==> config.mk <==
export PLATFORM = sky130hd
export DESIGN_NAME = alu_exec_flat
export DESIGN_NICKNAME = d
export VERILOG_FILES = /design/src/rtl/alu_pkg.sv /design/src/rtl/alu_exec_if.sv /design/src/rtl/alu_iter_unit.sv /design/src/rtl/alu_exec.sv /design/src/flat_wrapper.sv
export SDC_FILE = /design/constraint.sdc
export NUM_CORES = 1
export LEC_CHECK = 0
export ABC_AREA = 1
export CORE_ASPECT_RATIO = 0.75
export CORE_MARGIN = 2
export CORE_UTILIZATION = 61
export DETAILED_ROUTE_END_ITERATION = 16
export PLACE_DENSITY = 0.84
export SETUP_SLACK_MARGIN = 0.05
export SLEW_MARGIN = 20
export SYNTH_ARGS = -nofsm -noshare
export SYNTH_HDL_FRONTEND = slang
export SYNTH_HIERARCHICAL = 1
export SYNTH_SLANG_ARGS = --single-unit
==> constraint.sdc <==
create_clock -name clk -period 5.3 [get_ports clk]
set_clock_uncertainty 0.15 [all_clocks]
set_input_delay 0.795 -clock clk [delete_from_list [all_inputs] [get_ports clk]]
set_output_delay 0.795 -clock clk [all_outputs]
set_load 0.05 [all_outputs]
==> src/rtl/alu_pkg.sv <==
`default_nettype none
// ============================================================================
//  Module      : alu_pkg
//  Description : Shared opcode encoding, FSM state type and default operand
//                width for the ALU execution unit.
//  Revision    : 1.0 - initial release
// ============================================================================
package alu_pkg;

  localparam int unsigned DEFAULT_WIDTH = 8;
  localparam int unsigned SEL_W         = 3;

  // Opcodes share the encoding of the front-panel button controller's sel
  localparam logic [SEL_W-1:0] OP_ADD = 3'b000;
  localparam logic [SEL_W-1:0] OP_SUB = 3'b001;
  localparam logic [SEL_W-1:0] OP_AND = 3'b010;
  localparam logic [SEL_W-1:0] OP_XOR = 3'b011;
  localparam logic [SEL_W-1:0] OP_MUL = 3'b100;
  localparam logic [SEL_W-1:0] OP_DIV = 3'b101;

  typedef enum logic [0:0] {
    ST_IDLE = 1'b0,
    ST_RUN  = 1'b1
  } state_t;

endpackage
`default_nettype wire

==> src/rtl/alu_exec_if.sv <==
`default_nettype none
// ============================================================================
//  Module      : alu_exec_if
//  Description : Start/busy/done handshake and operand/result bus between the
//                issuing logic (master) and the ALU execution unit (slave).
//  Revision    : 1.0 - initial release
// ============================================================================
interface alu_exec_if
  import alu_pkg::*;
#(
  parameter int unsigned WIDTH = DEFAULT_WIDTH
) ();

  logic                 start;
  logic [SEL_W-1:0]     sel;
  logic [WIDTH-1:0]     a;
  logic [WIDTH-1:0]     b;
  logic                 busy;
  logic                 done;
  logic [2*WIDTH-1:0]   result;
  logic                 div_by_zero;
  logic                 op_err;

  modport master (
    output start, sel, a, b,
    input  busy, done, result, div_by_zero, op_err
  );

  modport slave (
    input  start, sel, a, b,
    output busy, done, result, div_by_zero, op_err
  );

endinterface
`default_nettype wire

==> src/rtl/alu_iter_unit.sv <==
`default_nettype none
// ============================================================================
//  Module      : alu_iter_unit
//  Description : Iterative datapath shared by the shift-add multiplier and the
//                restoring divider. One iteration per clock for WIDTH clocks
//                after a load; o_next exposes the value the registers take on
//                the next step so the caller can capture the final result on
//                the same edge as the last iteration.
//  Revision    : 1.0 - initial release
// ============================================================================
module alu_iter_unit
  import alu_pkg::*;
#(
  parameter int unsigned WIDTH = DEFAULT_WIDTH
) (
  input  wire logic               clk,
  input  wire logic               reset_n,
  input  wire logic               i_load,
  input  wire logic               i_is_div,
  input  wire logic [WIDTH-1:0]   i_a,
  input  wire logic [WIDTH-1:0]   i_b,
  output logic                    o_last,
  output logic [2*WIDTH-1:0]      o_next
);

  localparam int unsigned CW = $clog2(WIDTH + 1);

  // r_hi: running product high half / partial remainder
  // r_lo: multiplier being consumed LSB-first / dividend shifting into quotient
  logic [CW-1:0]    r_cnt;
  logic             r_is_div;
  logic [WIDTH-1:0] r_b;
  logic [WIDTH-1:0] r_hi;
  logic [WIDTH-1:0] r_lo;

  logic [WIDTH:0]   w_mul_sum;
  logic [WIDTH:0]   w_shift;
  logic [WIDTH:0]   w_rem;
  logic             w_qbit;
  logic [WIDTH-1:0] w_hi_nxt;
  logic [WIDTH-1:0] w_lo_nxt;
  logic             w_unused_rem_msb;

  // One multiply or divide iteration computed from the current registers
  always_comb begin
    w_mul_sum = '0;
    w_shift   = {r_hi, r_lo[WIDTH-1]};
    w_qbit    = (w_shift >= {1'b0, r_b});
    w_rem     = w_shift - (w_qbit ? {1'b0, r_b} : '0);
    w_hi_nxt  = r_hi;
    w_lo_nxt  = r_lo;
    if (r_is_div) begin
      // Remainder is always below the divisor, so it fits in WIDTH bits
      w_hi_nxt = w_rem[WIDTH-1:0];
      w_lo_nxt = {r_lo[WIDTH-2:0], w_qbit};
    end else begin
      w_mul_sum            = {1'b0, r_hi} + (r_lo[0] ? {1'b0, r_b} : '0);
      {w_hi_nxt, w_lo_nxt} = {w_mul_sum, r_lo[WIDTH-1:1]};
    end
  end

  assign w_unused_rem_msb = w_rem[WIDTH];
  assign o_last           = (r_cnt == CW'(1));
  assign o_next           = {w_hi_nxt, w_lo_nxt};

  // Load operands, then step until the iteration counter runs out
  always_ff @(posedge clk or negedge reset_n) begin
    if (!reset_n) begin
      r_cnt    <= '0;
      r_is_div <= 1'b0;
      r_b      <= '0;
      r_hi     <= '0;
      r_lo     <= '0;
    end else if (i_load) begin
      r_cnt    <= CW'(WIDTH);
      r_is_div <= i_is_div;
      r_b      <= i_b;
      r_hi     <= '0;
      r_lo     <= i_a;
    end else if (r_cnt != '0) begin
      r_cnt    <= r_cnt - CW'(1);
      r_hi     <= w_hi_nxt;
      r_lo     <= w_lo_nxt;
    end
  end

endmodule
`default_nettype wire

==> src/rtl/alu_exec.sv <==
`default_nettype none
// ============================================================================
//  Module      : alu_exec
//  Description : Sequential ALU execution unit. ADD/SUB/AND/XOR, illegal
//                opcodes and divide-by-zero finish one cycle after start;
//                MUL and DIV run WIDTH iterations in alu_iter_unit. Result
//                and flags are registered and held until the next operation.
//  Revision    : 1.0 - initial release
// ============================================================================
module alu_exec
  import alu_pkg::*;
#(
  parameter int unsigned WIDTH = DEFAULT_WIDTH
) (
  input  wire logic   clk,
  input  wire logic   reset_n,
  alu_exec_if.slave   bus
);

  state_t             r_state;
  logic               r_done;
  logic [2*WIDTH-1:0] r_result;
  logic               r_dbz;
  logic               r_operr;

  state_t             w_state_nxt;
  logic               w_done_nxt;
  logic [2*WIDTH-1:0] w_result_nxt;
  logic               w_dbz_nxt;
  logic               w_operr_nxt;
  logic               w_load;
  logic               w_last;
  logic [2*WIDTH-1:0] w_iter_next;
  logic [WIDTH:0]     w_add;
  logic [WIDTH:0]     w_sub;

  assign w_add = {1'b0, bus.a} + {1'b0, bus.b};
  assign w_sub = {1'b0, bus.a} - {1'b0, bus.b};

  alu_iter_unit #(
    .WIDTH    (WIDTH)
  ) u_iter (
    .clk      (clk),
    .reset_n  (reset_n),
    .i_load   (w_load),
    .i_is_div (bus.sel == OP_DIV),
    .i_a      (bus.a),
    .i_b      (bus.b),
    .o_last   (w_last),
    .o_next   (w_iter_next)
  );

  // Next-state, result and flag selection; start is only looked at in IDLE
  always_comb begin
    w_state_nxt  = r_state;
    w_done_nxt   = 1'b0;
    w_result_nxt = r_result;
    w_dbz_nxt    = r_dbz;
    w_operr_nxt  = r_operr;
    w_load       = 1'b0;
    case (r_state)
      ST_IDLE: begin
        if (bus.start) begin
          w_dbz_nxt   = 1'b0;
          w_operr_nxt = 1'b0;
          w_done_nxt  = 1'b1;
          case (bus.sel)
            OP_ADD: w_result_nxt = {{(WIDTH-1){1'b0}}, w_add};
            OP_SUB: w_result_nxt = {{(WIDTH-1){w_sub[WIDTH]}}, w_sub};
            OP_AND: w_result_nxt = {{WIDTH{1'b0}}, bus.a & bus.b};
            OP_XOR: w_result_nxt = {{WIDTH{1'b0}}, bus.a ^ bus.b};
            OP_MUL: begin
              w_done_nxt  = 1'b0;
              w_load      = 1'b1;
              w_state_nxt = ST_RUN;
            end
            OP_DIV: begin
              if (bus.b == '0) begin
                // Quotient saturates to all ones, dividend kept as remainder
                w_result_nxt = {bus.a, {WIDTH{1'b1}}};
                w_dbz_nxt    = 1'b1;
              end else begin
                w_done_nxt  = 1'b0;
                w_load      = 1'b1;
                w_state_nxt = ST_RUN;
              end
            end
            default: begin
              w_result_nxt = '0;
              w_operr_nxt  = 1'b1;
            end
          endcase
        end
      end
      ST_RUN: begin
        if (w_last) begin
          w_result_nxt = w_iter_next;
          w_done_nxt   = 1'b1;
          w_state_nxt  = ST_IDLE;
        end
      end
      default: w_state_nxt = ST_IDLE;
    endcase
  end

  // State, result and flag registers
  always_ff @(posedge clk or negedge reset_n) begin
    if (!reset_n) begin
      r_state  <= ST_IDLE;
      r_done   <= 1'b0;
      r_result <= '0;
      r_dbz    <= 1'b0;
      r_operr  <= 1'b0;
    end else begin
      r_state  <= w_state_nxt;
      r_done   <= w_done_nxt;
      r_result <= w_result_nxt;
      r_dbz    <= w_dbz_nxt;
      r_operr  <= w_operr_nxt;
    end
  end

  assign bus.busy        = (r_state == ST_RUN);
  assign bus.done        = r_done;
  assign bus.result      = r_result;
  assign bus.div_by_zero = r_dbz;
  assign bus.op_err      = r_operr;

endmodule
`default_nettype wire

==> src/flat_wrapper.sv <==
// flat-port wrapper written by rule: the top's interface ports become plain ports
module alu_exec_flat import alu_pkg::*;
#(
  parameter int unsigned WIDTH = DEFAULT_WIDTH
)
  (clk, reset_n, bus_start, bus_sel, bus_a, bus_b, bus_busy, bus_done, bus_result, bus_div_by_zero, bus_op_err);
  alu_exec_if #(.WIDTH(WIDTH)) bus_i ();
  input  wire logic clk;
  input  wire logic reset_n;
  input wire logic [$bits(bus_i.start)-1:0] bus_start;
  input wire logic [$bits(bus_i.sel)-1:0] bus_sel;
  input wire logic [$bits(bus_i.a)-1:0] bus_a;
  input wire logic [$bits(bus_i.b)-1:0] bus_b;
  output wire logic [$bits(bus_i.busy)-1:0] bus_busy;
  output wire logic [$bits(bus_i.done)-1:0] bus_done;
  output wire logic [$bits(bus_i.result)-1:0] bus_result;
  output wire logic [$bits(bus_i.div_by_zero)-1:0] bus_div_by_zero;
  output wire logic [$bits(bus_i.op_err)-1:0] bus_op_err;
  assign bus_i.start = bus_start;
  assign bus_i.sel = bus_sel;
  assign bus_i.a = bus_a;
  assign bus_i.b = bus_b;
  assign bus_busy = bus_i.busy;
  assign bus_done = bus_i.done;
  assign bus_result = bus_i.result;
  assign bus_div_by_zero = bus_i.div_by_zero;
  assign bus_op_err = bus_i.op_err;
  alu_exec #(.WIDTH(WIDTH)) u_core (.clk(clk), .reset_n(reset_n), .bus(bus_i));
endmodule
==> results of run 1 <==
-- cell usage after synthesis (2+ instances only) --
cell,count
nand2_1,197
inv_1,78
dfrtp_1,49
ha_1,43
nor2_1,43
a21oi_1,42
nand3_1,42
o21ai_0,36
o211ai_1,8
clkbuf_1,7
inv_2,7
o21ai_1,6
a31oi_1,5
nand4_1,5
a22o_1,4
buf_2,4
buf_6,4
fa_1,4
o22ai_1,4
a211oi_1,3
nand2_2,3
xnor2_1,3
clkbuf_8,2
nand3_2,2
nand3b_1,2
nor3_1,2
o21ai_2,2
o31ai_1,2
-- state kept, by name (all words and copies together), names as in the netlist --
register,cells
u_core/u_iter/r_cnt,4
u_core/u_iter/r_lo,8
u_core/u_iter/r_hi,8
u_core/bus.done,1
u_core/bus.result,16
u_core/u_iter/r_b,8
u_core/bus.div_by_zero,1
u_core/u_iter/r_is_div,1
u_core/bus.op_err,1
u_core/bus.busy,1
-- worst reg2reg max path, cell delays in order, from the launching register on --
cell     delay (ps)
dfrtp_1         440
inv_1            80
ha_1            340
nand2_1          70
nor2_1          110
nand3_1         120
nand4_4         190
nand2_1         140
ha_1            300
nand2_1          40
o21ai_0         570
nand2_1         160
nand2_1         120
a21oi_1         110
xor2_1          160
nand2_1          80
o21ai_2          90
o21ai_0         170
o21ai_1          70
-- power groups by stage --
stage               sequential (W)  combinational [W]  clock, W
global placement          0.000738            0.00184         0
floorplan                 0.000906            0.00122         0
finish                    0.000745            0.00195  0.000229
global route              0.000767            0.00217  0.000248
CTS                       0.000738            0.00191  0.000231
detailed placement        0.000744            0.00190         0
-- cell usage in the layout, fill, tap and decap left out, types with 3 or more instances in the layout --
cell and n:
a211oi_1 3, a21oi_1 42, a22o_1 4, a31oi_1 5, buf_4 3, clkbuf_8 5, clkdlybuf4s50_1 40, dfrtp_1 49
fa_1 4, ha_1 43, inv_1 78, inv_2 7, nand2_1 197, nand2_2 3, nand3_1 42, nand4_1 5
nor2_1 43, o211ai_1 8, o21ai_0 36, o21ai_1 6, o22ai_1 4, xnor2_1 3
-- stage by stage --
step           area (µm²)  setup WS, ps  hold slack, ps
6_report             4795          1652           344.3
5_1_grt              4795          1368           374.4
3_5_place_dp         4705          1480           327.0
4_1_cts              4795          1769           350.1
2_1_floorplan        4298          2366           337.3
3_3_place_gp         4705          1639           321.5
-- logic make-up after synthesis --
family | count (synthesis) | share of synthesized area
buffers and inverters | 103 | 0.1036
adders and majority gates | 47 | 0.1438
xor gates and xnor gates | 4 | 0.008153
AOI/OAI and AO/OA | 117 | 0.1555
DFF | 49 | 0.2853
and+or+nand+nor | 307 | 0.3036
-- cell type report --
class	instances	area (µm²)
multi-input cells	475	2626
clock buffers	5	68.82
clock inverters	3	21.27
inverters	85	319.1
flip-flops and latches	49	1226
repair buffers	44	427.9
fillers	586	2037
well taps	84	105.1
-- routing by layer --
metal | up-vias | GRT usage | part of all wire
met5 | - | 0 | 0
met4 | 0 | 0.05405 | 0.0064
met3 | 8 | 0.07840 | 0.12
met2 | 263 | 0.5053 | 0.43
met1 | 2052 | 0.5132 | 0.45
li1 | 2109 | - | -
-- worst paths after layout --
| check | cells past startpoint | slack (ps) | to | startpoint |
|---|---|---|---|---|
| worst max-delay path | 11 | 1650 | u_core/u_iter/r_hi[1]$_DFFE_PN0P_ | bus_sel[1] |
| worst min-delay path | 2 | 340 | u_core/bus.result[13]$_DFFE_PN0P_ | u_core/bus.result[13]$_DFFE_PN0P_ |
| worst max register to register | 18 | 1660 | u_core/bus.result[13]$_DFFE_PN0P_ | u_core/u_iter/r_b[7]$_DFFE_PN0P_ |
| worst min register to register | 2 | 340 | u_core/bus.result[13]$_DFFE_PN0P_ | u_core/bus.result[13]$_DFFE_PN0P_ |
| max in group asynchronous | 2 | 4150 | u_core/u_iter/r_b[1]$_DFFE_PN0P_ | reset_n |
| min in group asynchronous | 2 | 410 | u_core/bus.result[5]$_DFFE_PN0P_ | reset_n |
==> metrics.txt, run 1 <==
CP arrival=3700 ps; DRT Wirelength=12.42 mm; DR WL/cell=16.67 µm; Slew HR=0.4318; global route overflow=0; n_diodes=0; number of synthesized flops with an enable pin=0; CP cell instances=clkdlybuf4s50_1 -> inv_2 -> nand3_2 -> inv_2 -> nand2_1 -> nand3_1 -> nor2_1 -> inv_1 -> nand2_1 -> inv_1 -> a22o_1; Worst Tran Pin Value=849.1 ps; type of the worst min-delay path=reg -> reg; Crit-path slowest cell=nor2_1; sequential share of power=0.255; num rows=26; Resized Gates After CTS=0; first-pass GRT wire length=20.68 mm; Post-CTS Setup Bufs=0; Vias/cell=5.949; 1st-iter DRT viols=504; vias in the first global route=4241; peak supply drop=0.4098 mV; Cells after Synth=627; die area=7740 µm²; Power Total=0.002923 W; total iterations of the first detailed-routing run=7; pin count of the biggest net entering global routing=50; max-cap viol count=0; RSZ-0062 raised after global routing=no; # setup viols final=0; IO Port Bufs=41; Core Box Area=6832 µm²; Final Critical Period=3648 ps; Leakage=2.478 nW; Fin. Hold Viols=0; clk sink count=49; average size of a mapped cell=6.855 µm²; Top FF cell, synth=dfrtp_1; all-layer global routing usage=0.3394; crit end category=register; crit start category=primary input; FF+latch count, synth=49; post-route ant nets=0; initial antenna violation count=0; Placed Instances=737; IO Pins=42; outcome=completed; Initial Util=0.6291; CTS Buf Count=5; DP HPWL=9.709 mm; fraction of final layout cells sized beyond drive strength 1=0.04992; Mapped Area=4298 µm²; Slew Viols, Final=0; clk_lat worst skew=320 ps; YS warnings=6; max frequency=0.2741 GHz; Max FO, Critical Path=15; Yosys top cell area share=0.2853; Int Pwr=0.001327 W; drt drc=0; htree depth=2; GPL Wtd Cong=1.014; Max Buffers Root-to-Sink=2; combinational share of power=0.667; Psw=0.001596 W; DIE WIDTH=100.9 µm; CTS tree=built; Final Cycle Share=0.6883; Sw Share=0.5459; final cell count without fillers=745; utilization after layout=0.7018; CP max stage delay=670 ps; Synth async-reset ratio=1.000; delay-heaviest family, CP=buffers and inverters; Distinct cells, synth=46; Area Overhead vs Synth=11.56%; WP buf/inv=5; critical path type=in -> reg; # hold bufs at CTS=0; Setup Total Neg Slack=0 ps; chip height=76.69 µm; CTS clock-pin slew for the worst setup and hold paths=90 ps; Clock power frac=0.078; top cells by area, synth=dfrtp_1 29%, nand2_1 17%, ha_1 13%, inv_1 6.8%, a21oi_1 4.9%; Final #Nets=729; Worst EP required=5350 ps; routed via count=4432; Seq/Total Area, Yosys=0.2853; syn_nets=696; leading area contributor after synthesis=dfrtp_1; PwrDens=609.7 nW/µm²; Root Buffer=clkbuf_8
(Power assumes the default switching activity.)
==> run 2, diff against run 1 <==
--- a/config.mk
+++ b/config.mk
@@ -8,9 +8,9 @@
 export ABC_AREA = 1
 export CORE_ASPECT_RATIO = 0.75
 export CORE_MARGIN = 2
-export CORE_UTILIZATION = 61
+export CORE_UTILIZATION = 59
 export DETAILED_ROUTE_END_ITERATION = 16
-export PLACE_DENSITY = 0.84
+export PLACE_DENSITY = 0.82
 export SETUP_SLACK_MARGIN = 0.05
 export SLEW_MARGIN = 20
 export SYNTH_ARGS = -nofsm -noshare
==> constraint.sdc (replaced) <==
create_clock -name clk -period 3.65 [get_ports clk]
set_clock_uncertainty 0.15 [all_clocks]
set_input_delay 0.5475 -clock clk [delete_from_list [all_inputs] [get_ports clk]]
set_output_delay 0.5475 -clock clk [all_outputs]
set_load 0.05 [all_outputs]
==> metrics.txt, run 2 (synthesis results as in run 1) <==
outcome=completed; max FFs per register=16; Core Box Area=6929 µm²; CTS tree=built; initial antenna violation count=0; PwrDens=889.5 nW/µm²; vias in the first global route=4355; Placed Instances=753; Slew Viols, Final=0; # hold bufs at CTS=0; Worst Tran Pin Value=1006 ps; Int Pwr=0.001984 W; DRT Wirelength=12.53 mm; Max FO, Critical Path=7; total iterations of the first detailed-routing run=7; peak supply drop=0.6701 mV; Setup Total Neg Slack=0 ps; clk sink count=49; Top Usage Layer GRT=met1; Final WS setup=311.8 ps; final cell count without fillers=764; CTS Buf Count=5; routed via count=4436; Initial Util=0.6203; all-layer global routing usage=0.3374; CP arrival=3420 ps; global route overflow=0; Vias/cell=5.806; # setup viols final=0; drt drc=0; max frequency=0.2996 GHz; most frequent cells in the layout=197 x nand2_1, 78 x inv_1, 49 x dfrtp_1; critical path type=reg -> reg; DR WL/cell=16.40 µm; GPL Wtd Cong=1.029; htree depth=2; chip height=77.92 µm; combinational share of power=0.684; GR Util met1=0.5063; die area=7991 µm²; IO Port Bufs=41; Worst EP required=3740 ps; IO Pins=42; Clock power frac=0.074; sequential share of power=0.243; Most Frequent Cell on Critical Path=nand2_1; Final Critical Period=3338 ps; type of the worst min-delay path=in -> async; CTS clock-pin slew for the worst setup and hold paths=90 ps; met2 capacity usage during global routing=0.4889; worst r2r src=u_core/u_iter/r_hi[2]$_DFFE_PN0P_; Final #Nets=734; DIE WIDTH=102.6 µm; commonest non-fill, non-tap cell in the layout=nand2_1; crit end category=register; Sw Share=0.5404; CP cell instances=ha_1 -> nand2_1 -> inv_1 -> nand2_1 -> nand2_1 -> nand2_1 -> nand4_4 -> nand2_1 -> inv_1 -> ha_1 -> inv_1 -> fa_1 -> nand3_1 -> nand3_1 -> nand2_1 -> nand2_1 -> a21oi_2 -> xnor2_1 -> nand2_1 -> nand2_1 -> o21ai_0 -> o21ai_1; Worst R2R Path Depth=22; Max Buffers Root-to-Sink=2; Final Cycle Share=0.9146; Leakage=2.496 nW; pin count of the biggest net entering global routing=38; crit start category=register; CP max stage delay=460 ps; num rows=26; post-route ant nets=0; Fin. Hold Viols=0; post-place setup slack=198.5 ps; Root Buffer=clkbuf_8; RSZ-0062 raised after global routing=yes; n_diodes=0; grt met3 use=0.06937; reg2reg setup slack=310 ps; max-cap viol count=0; Crit-path slowest cell=dfrtp_1; first-pass GRT wire length=20.93 mm; fraction of final layout cells sized beyond drive strength 1=0.05856; Area Overhead vs Synth=12.93%; 1st-iter DRT viols=440; clk_lat worst skew=300 ps; Reg-to-Reg End=u_core/bus.result[14]$_DFFE_PN0P_; Psw=0.002333 W; Crit. Startpoint=u_core/u_iter/r_hi[2]$_DFFE_PN0P_; Slew HR=0.3268; DP HPWL=9.814 mm
[run 2: power by group through the flow]
stage	sequential (W)	clock, W	combinational (W)
after floorplan	0.00132	0	0.00177
after global placement	0.00104	0	0.00272
after detailed placement	0.00105	0	0.00281
after CTS	0.00104	0.000325	0.00283
after global routing	0.00108	0.000354	0.00330
final	0.00105	0.000318	0.00295
[run 2: worst max-delay path: cells and delay by family, from the launching register on]
family          cells  cell delay, ps
compound gates      3             360
xor+xnor            1             130
fa+ha+maj           3             870
buf+inv             3             200
flops               1             460
simple gates       12            1090
[run 2: how the worst max path moves through the flow]
stage,slack [ps],endpoint,cells past startpoint
CTS,230,u_core/bus.result[14]$_DFFE_PN0P_,21
finish,310,u_core/bus.result[14]$_DFFE_PN0P_,22
global route,30,u_core/bus.result[14]$_DFFE_PN0P_,21
floorplan,720,u_core/bus.result[14]$_DFFE_PN0P_,21
global placement,350,u_core/u_iter/r_lo[6]$_DFFE_PN0P_,10
detailed placement,200,u_core/u_iter/r_lo[6]$_DFFE_PN0P_,10
[run 2: metal layers]
layer	vias up	routed length, µm
met3	34	1481
met1	2029	5635
met4	0	295
met2	258	5119
li1	2115	-
met5	-	0
[run 2: metrics by stage]
step | power [W] | utilization | hold slack [ps] | cell area (µm²)
6_report | 0.004317 | 0.7004 | 182.9 | 4853
4_1_cts | 0.004199 | 0.6963 | 211.3 | 4825
3_5_place_dp | 0.003856 | 0.6836 | 325.3 | 4737
5_1_grt | 0.004734 | 0.7004 | 257.5 | 4853
3_3_place_gp | 0.003761 | 0.6836 | 322.8 | 4737
2_1_floorplan | 0.003088 | - | 101.9 | 4298
[run 2: layout make-up]
cell class | count | area [µm²]
tap | 98 | 122.6
multi-input combinational | 475 | 2633
fill | 617 | 2076
clock buffer | 6 | 72.57
timing repair buffer | 49 | 465.4
inverter | 85 | 319.1
clock inverter | 2 | 15.01
sequential | 49 | 1226
[run 2: timing repair]
action                     CTS  global route
gates resized for setup      0             3
setup endpoints to repair    0             5
hold endpoints to repair     0             0
setup buffers                0             3
